--- src/rtl/dmem_pkg.sv ---
// Shared definitions for the data-memory arbiter: FSM encoding, memory size, address check.
// Pure declarations; no timing or flow-control behaviour of its own.
// Used by dmem_arbiter and its bench-visible parameters.
package dmem_pkg;

    localparam int MEM_BYTES = 32;
    localparam int DATA_W    = 32;

    typedef enum logic [1:0] {
        IDLE   = 2'd0,
        ACCESS = 2'd1,
        RESP   = 2'd2
    } state_t;

    // Word-aligned and fully inside memory; unsigned compare so 0xFFFFFFFC cannot wrap in.
    function automatic logic addr_legal(input logic [31:0] addr, input int mem_bytes);
        return (addr[1:0] == 2'b00) && (addr <= 32'(mem_bytes - 4));
    endfunction

endpackage

--- src/rtl/rr_arb2.sv ---
// Two-way round-robin picker: a lone requester wins, on a tie the port that did not win last.
// Combinational, zero latency; the last-winner register lives in the parent.
// No backpressure: an empty req vector yields an empty grant.
module rr_arb2 (
    input  logic [1:0] req,
    input  logic       last,
    output logic [1:0] gnt
);

    always_comb begin
        gnt = req;
        if (req == 2'b11) begin
            gnt = last ? 2'b01 : 2'b10;
        end
    end

endmodule

--- src/rtl/dmem_arbiter.sv ---
// Two-port round-robin arbiter and one-word access sequencer for the byte-addressed data memory.
// Latency: request sampled in IDLE at edge N, gnt + strobe in cycle N+1, valid/rdata in cycle N+2.
// Backpressure: a requester holds req until its gnt; one access in flight, issue interval 3 cycles.
module dmem_arbiter #(
    parameter int MEM_BYTES = dmem_pkg::MEM_BYTES,
    parameter int DATA_W    = dmem_pkg::DATA_W
) (
    input  logic              clk,
    input  logic              rst,
    input  logic              r0_req,
    input  logic              r0_we,
    input  logic [31:0]       r0_addr,
    input  logic [DATA_W-1:0] r0_wdata,
    output logic              r0_gnt,
    output logic              r0_valid,
    output logic [DATA_W-1:0] r0_rdata,
    output logic              r0_err,
    input  logic              r1_req,
    input  logic              r1_we,
    input  logic [31:0]       r1_addr,
    input  logic [DATA_W-1:0] r1_wdata,
    output logic              r1_gnt,
    output logic              r1_valid,
    output logic [DATA_W-1:0] r1_rdata,
    output logic              r1_err,
    output logic              mem_read,
    output logic              mem_write,
    output logic [31:0]       mem_addr,
    output logic [DATA_W-1:0] mem_wdata,
    input  logic [DATA_W-1:0] mem_rdata
);

    import dmem_pkg::*;

    state_t            state, state_nxt;
    logic              last;
    logic              win;
    logic              we_q;
    logic              err_q;
    logic [31:0]       addr_q;
    logic [DATA_W-1:0] wdata_q;
    logic [DATA_W-1:0] rdata0_q, rdata1_q;
    logic [DATA_W-1:0] rd_cap;
    logic [1:0]        pick;
    logic              legal;

    rr_arb2 u_arb (
        .req  ({r1_req, r0_req}),
        .last (last),
        .gnt  (pick)
    );

    assign legal    = addr_legal(addr_q, MEM_BYTES);
    assign rd_cap   = (legal && !we_q) ? mem_rdata : '0;
    assign r0_rdata = rdata0_q;
    assign r1_rdata = rdata1_q;

    always_comb begin
        state_nxt = state;
        r0_gnt    = 1'b0;
        r1_gnt    = 1'b0;
        r0_valid  = 1'b0;
        r1_valid  = 1'b0;
        r0_err    = 1'b0;
        r1_err    = 1'b0;
        mem_read  = 1'b0;
        mem_write = 1'b0;
        mem_addr  = '0;
        mem_wdata = '0;
        case (state)
            IDLE: begin
                if (|pick) state_nxt = ACCESS;
            end
            ACCESS: begin
                state_nxt = RESP;
                r0_gnt    = !win;
                r1_gnt    = win;
                // Illegal accesses never reach the memory; they only report err.
                if (legal) begin
                    mem_read  = !we_q;
                    mem_write = we_q;
                    mem_addr  = addr_q;
                    mem_wdata = wdata_q;
                end
            end
            RESP: begin
                state_nxt = IDLE;
                r0_valid  = !win;
                r1_valid  = win;
                r0_err    = !win && err_q;
                r1_err    = win && err_q;
            end
            default: state_nxt = IDLE;
        endcase
    end

    always_ff @(posedge clk) begin
        if (rst) begin
            state    <= IDLE;
            last     <= 1'b1;
            win      <= 1'b0;
            we_q     <= 1'b0;
            err_q    <= 1'b0;
            addr_q   <= '0;
            wdata_q  <= '0;
            rdata0_q <= '0;
            rdata1_q <= '0;
        end else begin
            state <= state_nxt;
            if (state == IDLE && |pick) begin
                win     <= pick[1];
                last    <= pick[1];
                we_q    <= pick[1] ? r1_we    : r0_we;
                addr_q  <= pick[1] ? r1_addr  : r0_addr;
                wdata_q <= pick[1] ? r1_wdata : r0_wdata;
            end
            if (state == ACCESS) begin
                err_q <= !legal;
                if (win) rdata1_q <= rd_cap;
                else     rdata0_q <= rd_cap;
            end
        end
    end

endmodule

--- config.mk ---
export PLATFORM = sky130hd
export DESIGN_NAME = dmem_arbiter
export DESIGN_NICKNAME = d
export VERILOG_FILES = /design/src/rtl/dmem_pkg.sv /design/src/rtl/rr_arb2.sv /design/src/rtl/dmem_arbiter.sv
export SDC_FILE = /design/constraint.sdc
export NUM_CORES = 1
export LEC_CHECK = 0
export BUFFER_PORTS_ARGS = -buffer_cell sky130_fd_sc_hd__clkbuf_2
export CORE_MARGIN = 10
export CORE_UTILIZATION = 42
export DETAILED_ROUTE_END_ITERATION = 6
export PLACE_DENSITY_LB_ADDON = 0.2
export SYNTH_ARGS = -nofsm -noshare
export SYNTH_HDL_FRONTEND = slang
export SYNTH_SLANG_ARGS = --single-unit
--- constraint.sdc ---
create_clock -name clk -period 1.68 [get_ports clk]
set_input_delay 0.084 -clock clk [delete_from_list [all_inputs] [get_ports clk]]
set_output_delay 0.084 -clock clk [all_outputs]
set_load 0.05 [all_outputs]
==> results of run 1 <==
## where the power goes
group,switching (W),internal (W)
combinational,0.00131,0.000899
sequential,0.000161,0.00347
clock,0.00141,0.00222
total,0.00289,0.00659
## kinds of logic (layout without fill, tap and decap cells)
| logic type | Yosys count | in the layout | share of synthesized area, % |
|---|---|---|---|
| compound gates | 133 | 133 | 16.3 |
| other cells | 1 | 30 | 0.0613 |
| flops | 134 | 134 | 43.9 |
| buf+inv | 96 | 428 | 9.35 |
| mux | 66 | 66 | 10.8 |
| simple gates | 224 | 224 | 19.6 |
## worst register-to-register path: stages (launching register included)
cell	delay, ns
sky130_fd_sc_hd__dfxtp_2	0.31
sky130_fd_sc_hd__or4_4	0.53
sky130_fd_sc_hd__buf_4	0.16
sky130_fd_sc_hd__nor4b_4	0.21
sky130_fd_sc_hd__buf_6	0.20
sky130_fd_sc_hd__buf_16	0.15
sky130_fd_sc_hd__buf_12	0.10
sky130_fd_sc_hd__nand4b_1	0.11
sky130_fd_sc_hd__a211oi_1	0.21
## cell usage in the layout, fill, tap and decap left out, types with 17 or more instances in the layout
| cell type | n |
|---|---|
| sky130_fd_sc_hd__buf_12 | 50 |
| sky130_fd_sc_hd__a211oi_1 | 83 |
| sky130_fd_sc_hd__dlygate4sd3_1 | 83 |
| sky130_fd_sc_hd__nand4b_1 | 27 |
| sky130_fd_sc_hd__conb_1 | 29 |
| sky130_fd_sc_hd__clkbuf_2 | 230 |
| sky130_fd_sc_hd__nor2_1 | 134 |
| sky130_fd_sc_hd__mux2i_1 | 66 |
| sky130_fd_sc_hd__dfxtp_1 | 133 |
| sky130_fd_sc_hd__buf_4 | 19 |
| sky130_fd_sc_hd__clkbuf_16 | 17 |
| sky130_fd_sc_hd__a211oi_2 | 47 |
| sky130_fd_sc_hd__and2_4 | 36 |
## Yosys cell counts
master,count,area share (%)
sky130_fd_sc_hd__a211oi_1,130,16
sky130_fd_sc_hd__a21boi_1,1,0.12
sky130_fd_sc_hd__a21oi_1,1,0.082
sky130_fd_sc_hd__and2_1,38,3.9
sky130_fd_sc_hd__and3_1,3,0.31
sky130_fd_sc_hd__and4_1,1,0.14
sky130_fd_sc_hd__buf_1,3,0.18
sky130_fd_sc_hd__buf_2,6,0.49
sky130_fd_sc_hd__buf_4,30,3.7
sky130_fd_sc_hd__buf_6,9,1.7
sky130_fd_sc_hd__clkbuf_1,40,2.5
sky130_fd_sc_hd__clkbuf_4,1,0.12
sky130_fd_sc_hd__conb_1,1,0.061
sky130_fd_sc_hd__dfxtp_1,134,44
sky130_fd_sc_hd__dlygate4sd1_1,4,0.57
sky130_fd_sc_hd__inv_1,3,0.18
sky130_fd_sc_hd__mux2i_1,66,11
sky130_fd_sc_hd__nand2b_1,1,0.10
sky130_fd_sc_hd__nand4b_1,27,3.9
sky130_fd_sc_hd__nand4b_2,5,1.2
sky130_fd_sc_hd__nor2_1,136,8.4
sky130_fd_sc_hd__nor2b_1,2,0.20
sky130_fd_sc_hd__nor3_1,2,0.16
sky130_fd_sc_hd__nor4_1,5,0.51
sky130_fd_sc_hd__nor4b_4,1,0.39
sky130_fd_sc_hd__o21ai_0,1,0.082
sky130_fd_sc_hd__or4_1,1,0.12
sky130_fd_sc_hd__or4_4,2,0.37
## metrics by stage
stage / TNS [ns] / cells
2_1_floorplan: -10.14 / 682
3_3_place_gp: -16.29 / 1067
3_5_place_dp: -19.55 / 1067
4_1_cts: -45.54 / 1197
5_1_grt: -50.03 / 1198
6_report: -40.95 / 1199
## final cells by class
| class | instances | area [sq um] | area share [%] |
|---|---|---|---|
| Multi-Input combinational cell | 452 | 3390 | 33.0 |
| Antenna cell | 1 | 2.50 | 0.0243 |
| Tap cell | 184 | 230 | 2.24 |
| Clock buffer | 21 | 450 | 4.38 |
| Timing Repair Buffer | 393 | 3390 | 32.9 |
| Inverter | 3 | 11.3 | 0.110 |
| Clock inverter | 11 | 128 | 1.24 |
| Sequential cell | 134 | 2680 | 26.1 |
## sequential cells by signal (all words and copies together), names as in the netlist
register,cells
addr_q,32
r0_rdata,32
r1_rdata,32
wdata_q,32
state,2
err_q,1
last,1
we_q,1
win,1
## routing by layer
layer	vias to the layer above	wire length (microns)	global-route usage, %
li1	3003	-	-
met1	2877	8790	24.6
met2	249	11100	37.2
met3	42	2010	8.90
met4	0	580	8.64
met5	-	0	0
## what timing repair did
item,4_1_cts,5_1_grt
gates cloned,8,0
hold buffers,83,0
pin swaps,7,8
endpoints found under the hold margin,89,0
buffers inserted,7,2
resized for setup,40,31
endpoints found under the setup margin,105,107
## worst paths after layout
kind                              startpoint      endpoint  cells after the start
worst max register to register     addr_q[0]  r0_rdata[14]                      8
worst min-delay path            r0_wdata[21]   wdata_q[21]                      3
worst max-delay path               addr_q[0]      mem_read                      6
worst min register to register         err_q         err_q                      2
==> out/qor.tcl, run 1 <==
set qor(global_route.usage.total_pct) 22.2
set qor(cp_top_family) {simple AND/OR/NAND/NOR gates}
set qor(die_h_microns) 141
set qor(grt_pass1_vias) 6410
set qor(design_power_total_w) 0.00948
set qor(die_area_sq_mm) 0.0198
set qor(number_of_antenna_violations_at_the_first_check_in_global_routing) 0
set qor(tritoncts.num_buffers) 17
set qor(critical_path_buf_inv_count) 2
set qor(cp_max_fo) 19
set qor(ys.warnings.count) 0
set qor(cpMaxStageDelayCell) {sky130_fd_sc_hd__or4_4}
set qor(finClkSkew_ns) 0.00810
set qor(post-place-ws_ns) -0.275
set qor(min_path_type) {primary input to flop}
set qor(final.min_clock_period_ns) 2.24
set qor(final_instance_area_sq_mm) 0.0103
set qor(pin_count) 302
set qor(rsz0062_at_grt) {yes}
set qor(p_per_area_mw_per_mm2) 922
set qor(clkSinkCount) 134
set qor(rrSetupSlack_ns) -0.40
set qor(share_of_cells_above_drive_strength_1_pct) 43.4
set qor(wl_microns) 22400
set qor(core.rowCount) 44
set qor(worst_setup_path_end_kind) {output pin}
set qor(design.final.nets) 1167
set qor(grt_start_max_net_pins) 135
set qor(netlist_area_sq_mm) 0.00611
set qor(worstMarginPinSlew_ns) 0.785
set qor(status) {finished, violations left}
set qor(grt.overflow.total) 0
set qor(fillers) 1051
set qor(ctsHtreeMaxLevel) 4
set qor(crit_top_cell) {sky130_fd_sc_hd__buf_12}
set qor(dr_total_vias) 6171
set qor(drt_first_pass_iters) 4
set qor(placed_cell_area_sq_mm) 0.00824
set qor(cp_cell_sequence) {or4_4 -> nor4_2 -> and3_4 -> buf_12 -> nor2b_4 -> buf_12}
set qor(finalCoreUtilization_pct) 71.3
set qor(synth_cell_type_count) 28
set qor(routabilityCongestion) 0.767
set qor(postLayoutSetupSlackWorst_ns) -0.562
set qor(yosys_register_bits) 134
set qor(tritoncts) {built}
set qor(clockBufferDepth) 2
set qor(min_period_over_period_pct) 133
set qor(final_hold_viol_count) 0
set qor(initialDrtViolationCount) 247
set qor(insertion_delay_ns) 0.42
set qor(slowest_stage_delay_cp_ns) 0.53
set qor(critical_path_data_required_time_ns) 1.60
set qor(area_growth_syn_to_layout_pct) 68.2
set qor(clk_transition_reported_paths_ns) 0.06
set qor(violations) {setup timing}
set qor(vdd.ir_drop.worst_mv) 0.729
set qor(coreArea_sq_mm) 0.0144
set qor(number_of_input_and_output_port_buffers_inserted) 272
set qor(dpl.hpwl_microns) 14000
set qor(power.static_leakage_nw) 4.57
set qor(initial_utilization_pct) 42.4
set qor(post_route_worst_hold_slack_ns) 0.00300
set qor(cts-root-buf) {sky130_fd_sc_hd__clkbuf_16}
set qor(critical_path_class) {flop to output pin}
set qor(max-slew-margin-rel_pct) 47.7
set qor(post_synth.cell_area_avg_sq_um) 9.35
set qor(global_route_wire_length_before_repair_microns) 35500
set qor(drc_errors) 0
set qor(setup_viol_count_final) 102
set qor(die_w_microns) 141
set qor(wire_per_inst_microns) 18.7
set qor(avgViaCountPerCell) 5.15
set qor(ys_seq_area_share_pct) 43.9
set qor(critPathLaunchType) {flop}
set qor(antenna_violating_nets_post_route) 0
set qor(drv_slew) 0
set qor(max_freq_ghz) 0.446
set qor(netlist_instances) 654
set qor(critical_path_arrival_ns) 2.16
set qor(max_cap_violations) 0
(Power assumes the default switching activity.)
==> run 2: changes to the inputs <==
--- a/config.mk
+++ b/config.mk
@@ -6,6 +6,7 @@
 export NUM_CORES = 1
 export LEC_CHECK = 0
 export BUFFER_PORTS_ARGS = -buffer_cell sky130_fd_sc_hd__clkbuf_2
+export CORE_ASPECT_RATIO = 1.25
 export CORE_MARGIN = 10
 export CORE_UTILIZATION = 42
 export DETAILED_ROUTE_END_ITERATION = 6
==> run 2 against run 1 <==
Against the previous run: the run still ends with setup timing left; clock skew barely moved; sequential power is essentially flat; register-to-register slack got worse by 0.10 ns; sequential share of layout area rose by 0.24 points; critical endpoint is now mem_addr[3]; largest power group is now sequential cells.
==> out/qor.tcl, run 2 (synthesis gave the netlist of run 1 again) <==
set qor(critical_path_arrival_ns) 2.17
set qor(critical_path_class) {flop to output pin}
set qor(final_hold_viol_count) 0
set qor(setup_viol_count_final) 102
set qor(die_area_sq_mm) 0.0198
set qor(share_of_cells_above_drive_strength_1_pct) 45.3
set qor(clkSinkCount) 134
set qor(wl_microns) 22300
set qor(multi_input_combinational_cell_area_sq_mm) 0.00344
set qor(coreArea_sq_mm) 0.0143
set qor(number_of_input_and_output_port_buffers_inserted) 272
set qor(cts-root-buf) {sky130_fd_sc_hd__clkbuf_16}
set qor(max_cap_violations) 0
set qor(pin_count) 302
set qor(final-seq-area_sq_mm) 0.00268
set qor(grt_pass1_vias) 6375
set qor(initialDrtViolationCount) 309
set qor(rsz0062_at_grt) {yes}
set qor(clk_transition_reported_paths_ns) 0.06
set qor(violations) {setup timing}
set qor(finalCoreUtilization_pct) 71.0
set qor(power.static_leakage_nw) 4.54
set qor(fillers) 1058
set qor(grt.overflow.total) 0
set qor(antenna_violating_nets_post_route) 0
set qor(avgViaCountPerCell) 5.15
set qor(min_period_over_period_pct) 134
set qor(drv_slew) 0
set qor(final_common_cell) {sky130_fd_sc_hd__clkbuf_2}
set qor(postLayoutSetupSlackWorst_ns) -0.576
set qor(insertion_delay_ns) 0.41
set qor(drt_first_pass_iters) 4
set qor(cp_top_family) {simple AND/OR/NAND/NOR gates}
set qor(worst_setup_path_end_kind) {output pin}
set qor(finClkSkew_ns) 0.00797
set qor(min_path_type) {primary input to flop}
set qor(cp_cell_sequence) {or4_4 -> nor4_4 -> and3_4 -> buf_6 -> buf_6 -> and2_4 -> buf_12}
set qor(core.rowCount) 49
set qor(global_route_wire_length_before_repair_microns) 34200
set qor(drc_errors) 0
set qor(max_freq_ghz) 0.443
set qor(critical_path_data_required_time_ns) 1.60
set qor(slowest_stage_delay_cp_ns) 0.54
set qor(layout.cells.most_common_list) {228 x sky130_fd_sc_hd__clkbuf_2, 134 x sky130_fd_sc_hd__nor2_1, 133 x sky130_fd_sc_hd__dfxtp_1}
set qor(die_w_microns) 128
set qor(initial_utilization_pct) 42.6
set qor(tritoncts.num_buffers) 17
set qor(wire_per_inst_microns) 18.9
set qor(number_of_antenna_violations_at_the_first_check_in_global_routing) 0
set qor(crit_top_cell) {sky130_fd_sc_hd__buf_6}
set qor(tritoncts) {built}
set qor(clockBufferDepth) 2
set qor(design.final.nets) 1155
set qor(cpMaxStageDelayCell) {sky130_fd_sc_hd__or4_4}
set qor(die_h_microns) 155
set qor(critPathLaunchType) {flop}
set qor(design_power_total_w) 0.00936
set qor(grt_start_max_net_pins) 87
set qor(post-place-ws_ns) -0.305
set qor(status) {finished, violations left}
set qor(cp_max_fo) 3
set qor(global_route.usage.total_pct) 21.3
set qor(critical_path_buf_inv_count) 3
set qor(dr_total_vias) 6083
set qor(ctsHtreeMaxLevel) 4
set qor(vdd.ir_drop.worst_mv) 0.639
set qor(routabilityCongestion) 0.757
set qor(dpl.hpwl_microns) 14200
set qor(p_per_area_mw_per_mm2) 918
set qor(area_growth_syn_to_layout_pct) 66.7
set qor(final.min_clock_period_ns) 2.26
run 2: cell count changes in the layout (fill, tap and decap cells not counted), sizes merged:
cell         before  now
dlygate4sd3      83   65
clkinv            3    4
clkbuf          253  250
bufinv            2    1
clkinvlp          6    4
buf              74   81
inv               3    7
run 2: path summary, 6_finish.rpt:
check             slack [ns]      endpoint  cells past startpoint         from
setup reg to reg       -0.50  r1_rdata[20]                      8    addr_q[0]
setup / recovery       -0.58   mem_addr[3]                      7    addr_q[0]
hold / removal          0.02    addr_q[16]                      3  r1_addr[16]
hold reg to reg         0.48         err_q                      2        err_q
run 2: worst register-to-register path, delay by kind of cell, from the launching register on:
kind                   cells  cell delay, ns
buffers and inverters      4            0.59
DFF                        1            0.32
and+or+nand+nor            3            0.93
AOI/OAI and AO/OA          1            0.25
run 2: power by group:
group	leakage, nW	internal, W	switching [W]
clock network	0.261	0.00205	0.00147
logic	3.17	0.000885	0.00132
registers	1.10	0.00347	0.000165
run 2: per-layer routing:
| metal | vias up | track usage [%] | share of wire [%] |
|---|---|---|---|
| met2 | 256 | 37.2 | 52 |
| li1 | 2979 | - | - |
| met3 | 49 | 8.30 | 9.2 |
| met1 | 2799 | 22.5 | 36 |
| met4 | 0 | 8.32 | 2.6 |
| met5 | - | 0 | 0 |
run 2: area by class of cell:
class | instances | share of cell area, %
diodes | 1 | 0.0246
clock buffers | 19 | 4.25
clock inverters | 13 | 1.20
inverters | 3 | 0.110
multi-input cells | 452 | 33.7
flip-flops and latches | 134 | 26.3
well taps | 178 | 2.19
repair buffers | 381 | 32.2
run 2: per-stage QoR:
stage	cells	cell area (sq um)	hold slack [ns]	TNS, ns
global route	1180	10200	0.0110	-54.10
global placement	1061	8270	0.363	-19.53
CTS	1170	9880	0.000723	-43.80
finish	1181	10200	0.0159	-44.61
floorplan	682	6360	0.256	-10.14
detailed placement	1061	8270	0.373	-21.71
run 2: timing repair:
action | 4_1_cts | 5_1_grt
resized for setup | 27 | 50
buffers inserted | 5 | 10
hold buffers | 65 | 0
cloned | 7 | 1
hold endpoints to repair | 81 | 0
pin swaps | 6 | 10
setup endpoints to repair | 103 | 108
